### config.mk
export PLATFORM = sky130hd
export DESIGN_NAME = pipe_regfile_sb
export DESIGN_NICKNAME = d
export VERILOG_FILES = /design/src/rtl/pipe_regfile_sb.sv
export SDC_FILE = /design/constraint.sdc
export NUM_CORES = 2
export LEC_CHECK = 0
export ABC_AREA = 1
export CAP_MARGIN = 40
export CORE_MARGIN = 5
export CORE_UTILIZATION = 40
export CTS_BUF_LIST = sky130_fd_sc_hd__clkbuf_8
export DETAILED_ROUTE_END_ITERATION = 8
export SYNTH_ARGS = -nofsm -noshare
export SYNTH_HDL_FRONTEND = slang
export SYNTH_SLANG_ARGS = --single-unit
### constraint.sdc
create_clock -name clk_i -period 5.5 [get_ports clk_i]
set_clock_uncertainty 0.1 [all_clocks]
set_input_delay 1.65 -clock clk_i [delete_from_list [all_inputs] [get_ports clk_i]]
set_output_delay 1.65 -clock clk_i [all_outputs]
set_load 0.05 [all_outputs]
### src/rtl/pipe_regfile_sb.sv
`default_nettype none
// ============================================================================
//  Module      : pipe_regfile_sb
//  Description : Multi-port register file with a pending-write scoreboard.
//                Combinational reads with same-cycle write-through bypass,
//                one saturating in-flight write counter per register, and a
//                read-after-write stall request for the operand-fetch stage.
//  Revision    : 1.0 - initial release
// ----------------------------------------------------------------------------
//  Ports
//    clk_i       clock, all state updates on the rising edge
//    rst_ni      asynchronous active-low reset (data and counters cleared)
//    rd_addr_i   read addresses, port k at [k*ADDR_W +: ADDR_W]
//    rd_req_i    port k operand is used this cycle
//    rd_data_o   read data, port k at [k*DATA_W +: DATA_W]
//    rd_busy_o   port k register has an unresolved pending write
//    wr_en_i     writeback enable
//    wr_addr_i   writeback destination
//    wr_data_i   writeback data
//    iss_en_i    instruction writing iss_addr_i leaves decode this cycle
//    iss_addr_i  destination of the issuing instruction
//    flush_i     discard all pending-write tracking
//    iss_full_o  pending counter of iss_addr_i is saturated
//    stall_o     hazard stall request to the front end
//  Build option
//    ZERO_REG_EN : when defined, register 0 is hard-wired to zero, writes to
//                  it are dropped and issues to it are never tracked.
// ============================================================================
module pipe_regfile_sb #(
    parameter int DATA_W = 32,
    parameter int ADDR_W = 5,
    parameter int NUM_RD = 2,
    parameter int PEND_W = 2
) (
    input  logic                     clk_i,
    input  logic                     rst_ni,
    input  logic [NUM_RD*ADDR_W-1:0] rd_addr_i,
    input  logic [NUM_RD-1:0]        rd_req_i,
    output logic [NUM_RD*DATA_W-1:0] rd_data_o,
    output logic [NUM_RD-1:0]        rd_busy_o,
    input  logic                     wr_en_i,
    input  logic [ADDR_W-1:0]        wr_addr_i,
    input  logic [DATA_W-1:0]        wr_data_i,
    input  logic                     iss_en_i,
    input  logic [ADDR_W-1:0]        iss_addr_i,
    input  logic                     flush_i,
    output logic                     iss_full_o,
    output logic                     stall_o
);

    localparam int                NUM_REGS = 2**ADDR_W;
    localparam logic [PEND_W-1:0] PEND_MAX = {PEND_W{1'b1}};
    localparam logic [PEND_W-1:0] PEND_ONE = PEND_W'(1);

`ifdef ZERO_REG_EN
    localparam bit ZERO_REG = 1'b1;
`else
    localparam bit ZERO_REG = 1'b0;
`endif

    logic [DATA_W-1:0] regs_q [NUM_REGS];
    logic [PEND_W-1:0] pend_q [NUM_REGS];
    logic [PEND_W-1:0] pend_d [NUM_REGS];

    logic                w_wr_en;
    logic                w_iss_en;
    logic [NUM_REGS-1:0] w_inc;
    logic [NUM_REGS-1:0] w_dec;

    // Effective write / issue enables: register 0 swallows both when hard-wired.
    assign w_wr_en  = wr_en_i  && !(ZERO_REG && (wr_addr_i  == '0));
    assign w_iss_en = iss_en_i && !(ZERO_REG && (iss_addr_i == '0));

    assign iss_full_o = (pend_q[iss_addr_i] == PEND_MAX) &&
                        !(ZERO_REG && (iss_addr_i == '0));

    // ------------------------------------------------------------------------
    // Read ports
    // ------------------------------------------------------------------------
    generate
        for (genvar k = 0; k < NUM_RD; k++) begin : g_rd
            logic [ADDR_W-1:0] w_addr;
            logic              w_hit;

            assign w_addr = rd_addr_i[k*ADDR_W +: ADDR_W];
            assign w_hit  = w_wr_en && (wr_addr_i == w_addr);

            always_comb begin
                if (ZERO_REG && (w_addr == '0)) begin
                    rd_data_o[k*DATA_W +: DATA_W] = '0;
                end else if (w_hit) begin
                    rd_data_o[k*DATA_W +: DATA_W] = wr_data_i;
                end else begin
                    rd_data_o[k*DATA_W +: DATA_W] = regs_q[w_addr];
                end
            end

            // The last outstanding write landing this cycle is covered by the
            // bypass, so the operand is not busy.
            assign rd_busy_o[k] = (pend_q[w_addr] != '0) &&
                                  !(w_hit && (pend_q[w_addr] == PEND_ONE));
        end
    endgenerate

    assign stall_o = (|(rd_req_i & rd_busy_o)) | (iss_en_i & iss_full_o);

    // ------------------------------------------------------------------------
    // Scoreboard next state
    // ------------------------------------------------------------------------
    always_comb begin
        w_inc = '0;
        w_dec = '0;
        for (int r = 0; r < NUM_REGS; r++) begin
            w_inc[r] = w_iss_en && (iss_addr_i == ADDR_W'(r)) && !iss_full_o;
            // Writebacks to an untracked register update data only.
            w_dec[r] = w_wr_en && (wr_addr_i == ADDR_W'(r)) && (pend_q[r] != '0);
        end
    end

    always_comb begin
        for (int r = 0; r < NUM_REGS; r++) begin
            pend_d[r] = pend_q[r];
            if (flush_i) begin
                // Flush wipes tracking first; a same-cycle issue is kept.
                pend_d[r] = w_inc[r] ? PEND_ONE : '0;
            end else begin
                pend_d[r] = pend_q[r] + (w_inc[r] ? PEND_ONE : '0)
                                      - (w_dec[r] ? PEND_ONE : '0);
            end
        end
    end

    // ------------------------------------------------------------------------
    // State
    // ------------------------------------------------------------------------
    always_ff @(posedge clk_i or negedge rst_ni) begin
        if (!rst_ni) begin
            for (int r = 0; r < NUM_REGS; r++) begin
                regs_q[r] <= '0;
                pend_q[r] <= '0;
            end
        end else begin
            if (w_wr_en) begin
                regs_q[wr_addr_i] <= wr_data_i;
            end
            for (int r = 0; r < NUM_REGS; r++) begin
                pend_q[r] <= pend_d[r];
            end
        end
    end

endmodule
`default_nettype wire

==> key figures <==
Drt
  • Via Count: 64500
  • Detailed Route WL: 260000 µm
  • Via density per instance: 5.95
  • DR WL/cell: ~24 µm
  • Iter 0 DRT Violations: ~9000
  • Final ANT Viol Nets: 0
  • Iteration count of the initial detailed-routing pass: 7
  • # DRC: 0

STA
  • Setup WS post-layout: 21.2 ps
  • Hold Fails Final Rpt: 0
  • Max Freq: roughly 0.18 GHz
  • Final setup vio count: 0
  • Slew Limit Headroom: between 40% and 50%
  • Final Hold Slack: approximately 380 ps
  • Minimum clock period: around 5500 ps
  • Least-Margin Pin Slew: 899 ps
  • Final period util: between 90% and 100%
  • Pins over their slew limit: 0

Yosys
  • Primary FF master, synth: dfrtp_1
  • Yosys reg bits: approximately 1100
  • Post-Syn Nets: slightly below 9000
  • Yosys warns: 0
  • Synth async-reset ratio: 100%
  • Synthesized cell area: between 0.06 and 0.07 mm²
  • Sequential fraction of the synthesis area: 43.7%
  • Mapped Cells: 8740
  • Post-synth cell types: 44
  • Synth Area per Inst: between 7 and 8 µm²
  • EDFF count, synth: 0

Global routing
  • Total gr overflow: 0
  • Tot GR Track Use: a little under a third
  • M3 GR Usage: 6.76%
  • Routing usage on met1: approximately 42%
  • Most Crowded Layer GR: met2
  • First-pass GRT wire length: ~390000 µm
  • Met2 Use GR: a little under half
  • Initial antenna violation count: 6
  • Largest net degree at the start of global routing: 109
  • Number of global-route vias before repair: 60500

Critical path
  • R2r endpoint: pend_q[62]$_DFF_PN0_
  • Critical-path cell list: buf_8 -> buf_16 -> o21ai_0 -> o22ai_1 -> nand2_1 -> nand2_1 -> nand2_1 -> nand3_1 -> nand3_1 -> o21ai_2 -> buf_4 -> buf_12
  • Top Family by Delay on Critical Path: buffers and inverters
  • R2R depth: 15
  • Crit start category: input port
  • Most frequent CP cell: nand2_1
  • WP buf/inv: 4
  • Crit Path Max Fanout: 76
  • Slowest stage delay, CP: 290 ps
  • Kind of critical path: in2out
  • WP data arrival: roughly 3700 ps
  • Crit Reg-Reg Startpoint: pend_q[45]$_DFF_PN0_
  • FF-to-FF setup slack: 2610 ps
  • Crit end category: output pin
  • CP required: between 3000 and 4000 ps
  • CP max-delay cell: buf_16

Final layout
  • Layout cell share with drive strength beyond 1: under 10%
  • Synthesis-to-finish area growth: 16.0%
  • Nets@finish: ~8700

Floorplan
  • Die Y: slightly above 400 µm
  • DIE AREA: around 0.16 mm²
  • Die extent in x: between 400 and 500 µm
  • Core Area: about 0.16 mm²
  • # IOs: 127
  • Starting Density: between 40% and 50%
  • Rows: ~150

Clocking
  • Root buffer cell: clkbuf_8
  • CTS Buf Count: between 150 and 200
  • Reg clk slew, reported paths: roughly 50 ps
  • Clk sink count: roughly 1100
  • CTS tree: built
  • Htree depth: 4
  • Max Root-Sink Buffers: 3
  • Clk_lat worst skew: between 900 and 1000 ps

Run status
  • Status: finished, final reports clean

Pwr
  • Maximum vdd drop: about 0.00028 V
  • Leakage power: around 0.033 µW
  • PD cells: 325 mW/mm²

Placement
  • IO Port Bufs: between 100 and 150
  • HPWL after detailed placement: between 150000 and 200000 µm
  • Gpl congestion: 0.922
  • Setup WS pre-CTS: -153 ps

Hold path
  • Hold_sp: regs_q[482]$_DFFE_PN0P_
  • Hold Path Cell Cnt: 2
  • Sink of the worst hold path: regs_q[482]$_DFFE_PN0P_
  • Hold Path Class: reg2reg

Run
  • Max_cap viols: 0
what timing repair did:
| action | CTS | global route |
|---|---|---|
| gates resized for setup | 3 | 31 |
| hold buffers | 0 | 0 |
| setup endpoints to repair | 2 | 36 |
| gates cloned | 0 | 4 |
| buffers inserted | 0 | 4 |
| pin swaps | 0 | 1 |
cell usage in the layout, fill, tap and decap left out, types with 10 or more instances in the layout:
| cell type | instances |
|---|---|
| nand4_1 | 19 |
| o221ai_1 | 18 |
| buf_12 | 188 |
| o21ai_2 | 18 |
| nor3_1 | 15 |
| nand2_1 | 2071 |
| a21oi_1 | 515 |
| xnor2_1 | 33 |
| nor2_1 | 791 |
| nand3_2 | 11 |
| o22ai_1 | 277 |
| clkbuf_8 | 249 |
| buf_4 | 246 |
| o21ai_1 | 164 |
| xor2_1 | 34 |
| o21ai_0 | 1820 |
| clkinv_2 | 28 |
| nand2_4 | 29 |
| buf_16 | 10 |
| ha_1 | 64 |
| nand3_1 | 566 |
| clkdlybuf4s50_1 | 42 |
| inv_1 | 388 |
| dfrtp_1 | 1088 |
routing by layer:
metal,part of all wire [%],routed length (µm),up-vias
li1,-,-,29000
met1,41,107000,30900
met2,43,112000,3829
met3,11,28900,749
met4,4.9,12800,2
met5,0.0050,13,-
state kept, by name (all words and copies together) (netlist names):
register	cells
regs_q	1024
pend_q	64
worst reg2reg max path, cell delays in order, from the launching register on:
cell     delay (ps)
dfrtp_1         400
inv_1           160
nor2_1           70
a21oi_1         180
nand2_1          70
nand2_1          70
nand2_1          60
buf_4           130
o21ai_4         330
buf_4           300
nand3_2         150
ha_1            320
inv_1            40
ha_1            260
nand2_1          80
o21ai_2          60
synthesized netlist by cell type (2+ instances only):
cell type | instances | area [µm²]
buf_6 | 19 | 214
o211ai_1 | 4 | 30.0
clkinv_1 | 2 | 7.51
inv_2 | 8 | 30.0
a211oi_1 | 7 | 52.6
nand4_1 | 19 | 119
inv_1 | 335 | 1260
nand2_2 | 4 | 25.0
or2_0 | 3 | 18.8
buf_4 | 34 | 255
nand3_1 | 568 | 2840
o22ai_1 | 277 | 1730
nand2_4 | 2 | 22.5
o21ai_4 | 2 | 32.5
dfrtp_1 | 1088 | 27200
o221ai_1 | 18 | 158
xor2_1 | 34 | 298
nor3_1 | 15 | 75.1
buf_1 | 51 | 191
nand2_1 | 2099 | 7880
o21ai_1 | 173 | 866
buf_2 | 168 | 841
nor3_4 | 3 | 48.8
o21ai_2 | 9 | 78.8
nor2_1 | 795 | 2980
ha_1 | 64 | 801
nand3_2 | 10 | 100
clkbuf_1 | 545 | 2050
xnor2_1 | 33 | 289
o21a_1 | 4 | 30.0
a21oi_1 | 515 | 2580
o21ai_0 | 1820 | 9110
kinds of logic (layout without fill, tap and decap cells):
group | count (synthesis) | after routing | synth area share [%]
AOI/OAI and AO/OA | 2831 | 2831 | 23.6
xor gates and xnor gates | 67 | 67 | 0.941
adders and majority gates | 64 | 64 | 1.28
buffers and inverters | 1166 | 1208 | 7.84
DFF | 1088 | 1088 | 43.7
other | 0 | 5 | 0
and+or+nand+nor | 3524 | 3524 | 22.7
through the flow:
step           area [µm²]  utilization (%)  total power (µW)  cells  setup TNS (ps)
6_report            72300             46.5             23500  10800               0
2_1_floorplan       62400                -             13600   8740               0
4_1_cts             72100             46.3             23500  10800               0
5_1_grt             72300             46.5             24800  10800           -37.1
3_3_place_gp        67900             43.6             15600  10500            -255
3_5_place_dp        68100             43.8             15700  10500            -261
layout make-up:
cell class	instances	area, µm²
Sequential cell	1088	27200
Multi-Input combinational cell	6486	30600
Clock inverter	101	531
Antenna cell	5	12.5
Tap cell	2058	2570
Fill cell	15600	83300
Clock buffer	249	3430
Inverter	345	1340
Timing Repair Buffer	513	6660
power by group:
group          internal, µW  switching (µW)
Sequential             9470            1070
Clock                  4140            3650
Combinational          1980            3230
Total                 15600            7950
worst max path at each step:
stage                  start            end  slack [ps]  depth (start not counted)
2_1_floorplan   rd_addr_i[5]        stall_o         220                         15
3_3_place_gp    wr_addr_i[1]  rd_data_o[20]        -110                          8
3_5_place_dp    wr_addr_i[1]  rd_data_o[21]        -150                          8
4_1_cts        iss_addr_i[0]        stall_o           5                         14
5_1_grt         wr_addr_i[4]  rd_data_o[47]         -20                         11
6_report        rd_addr_i[0]  rd_data_o[21]          20                         12
No activity file was read; power rests on OpenSTA's default activity.
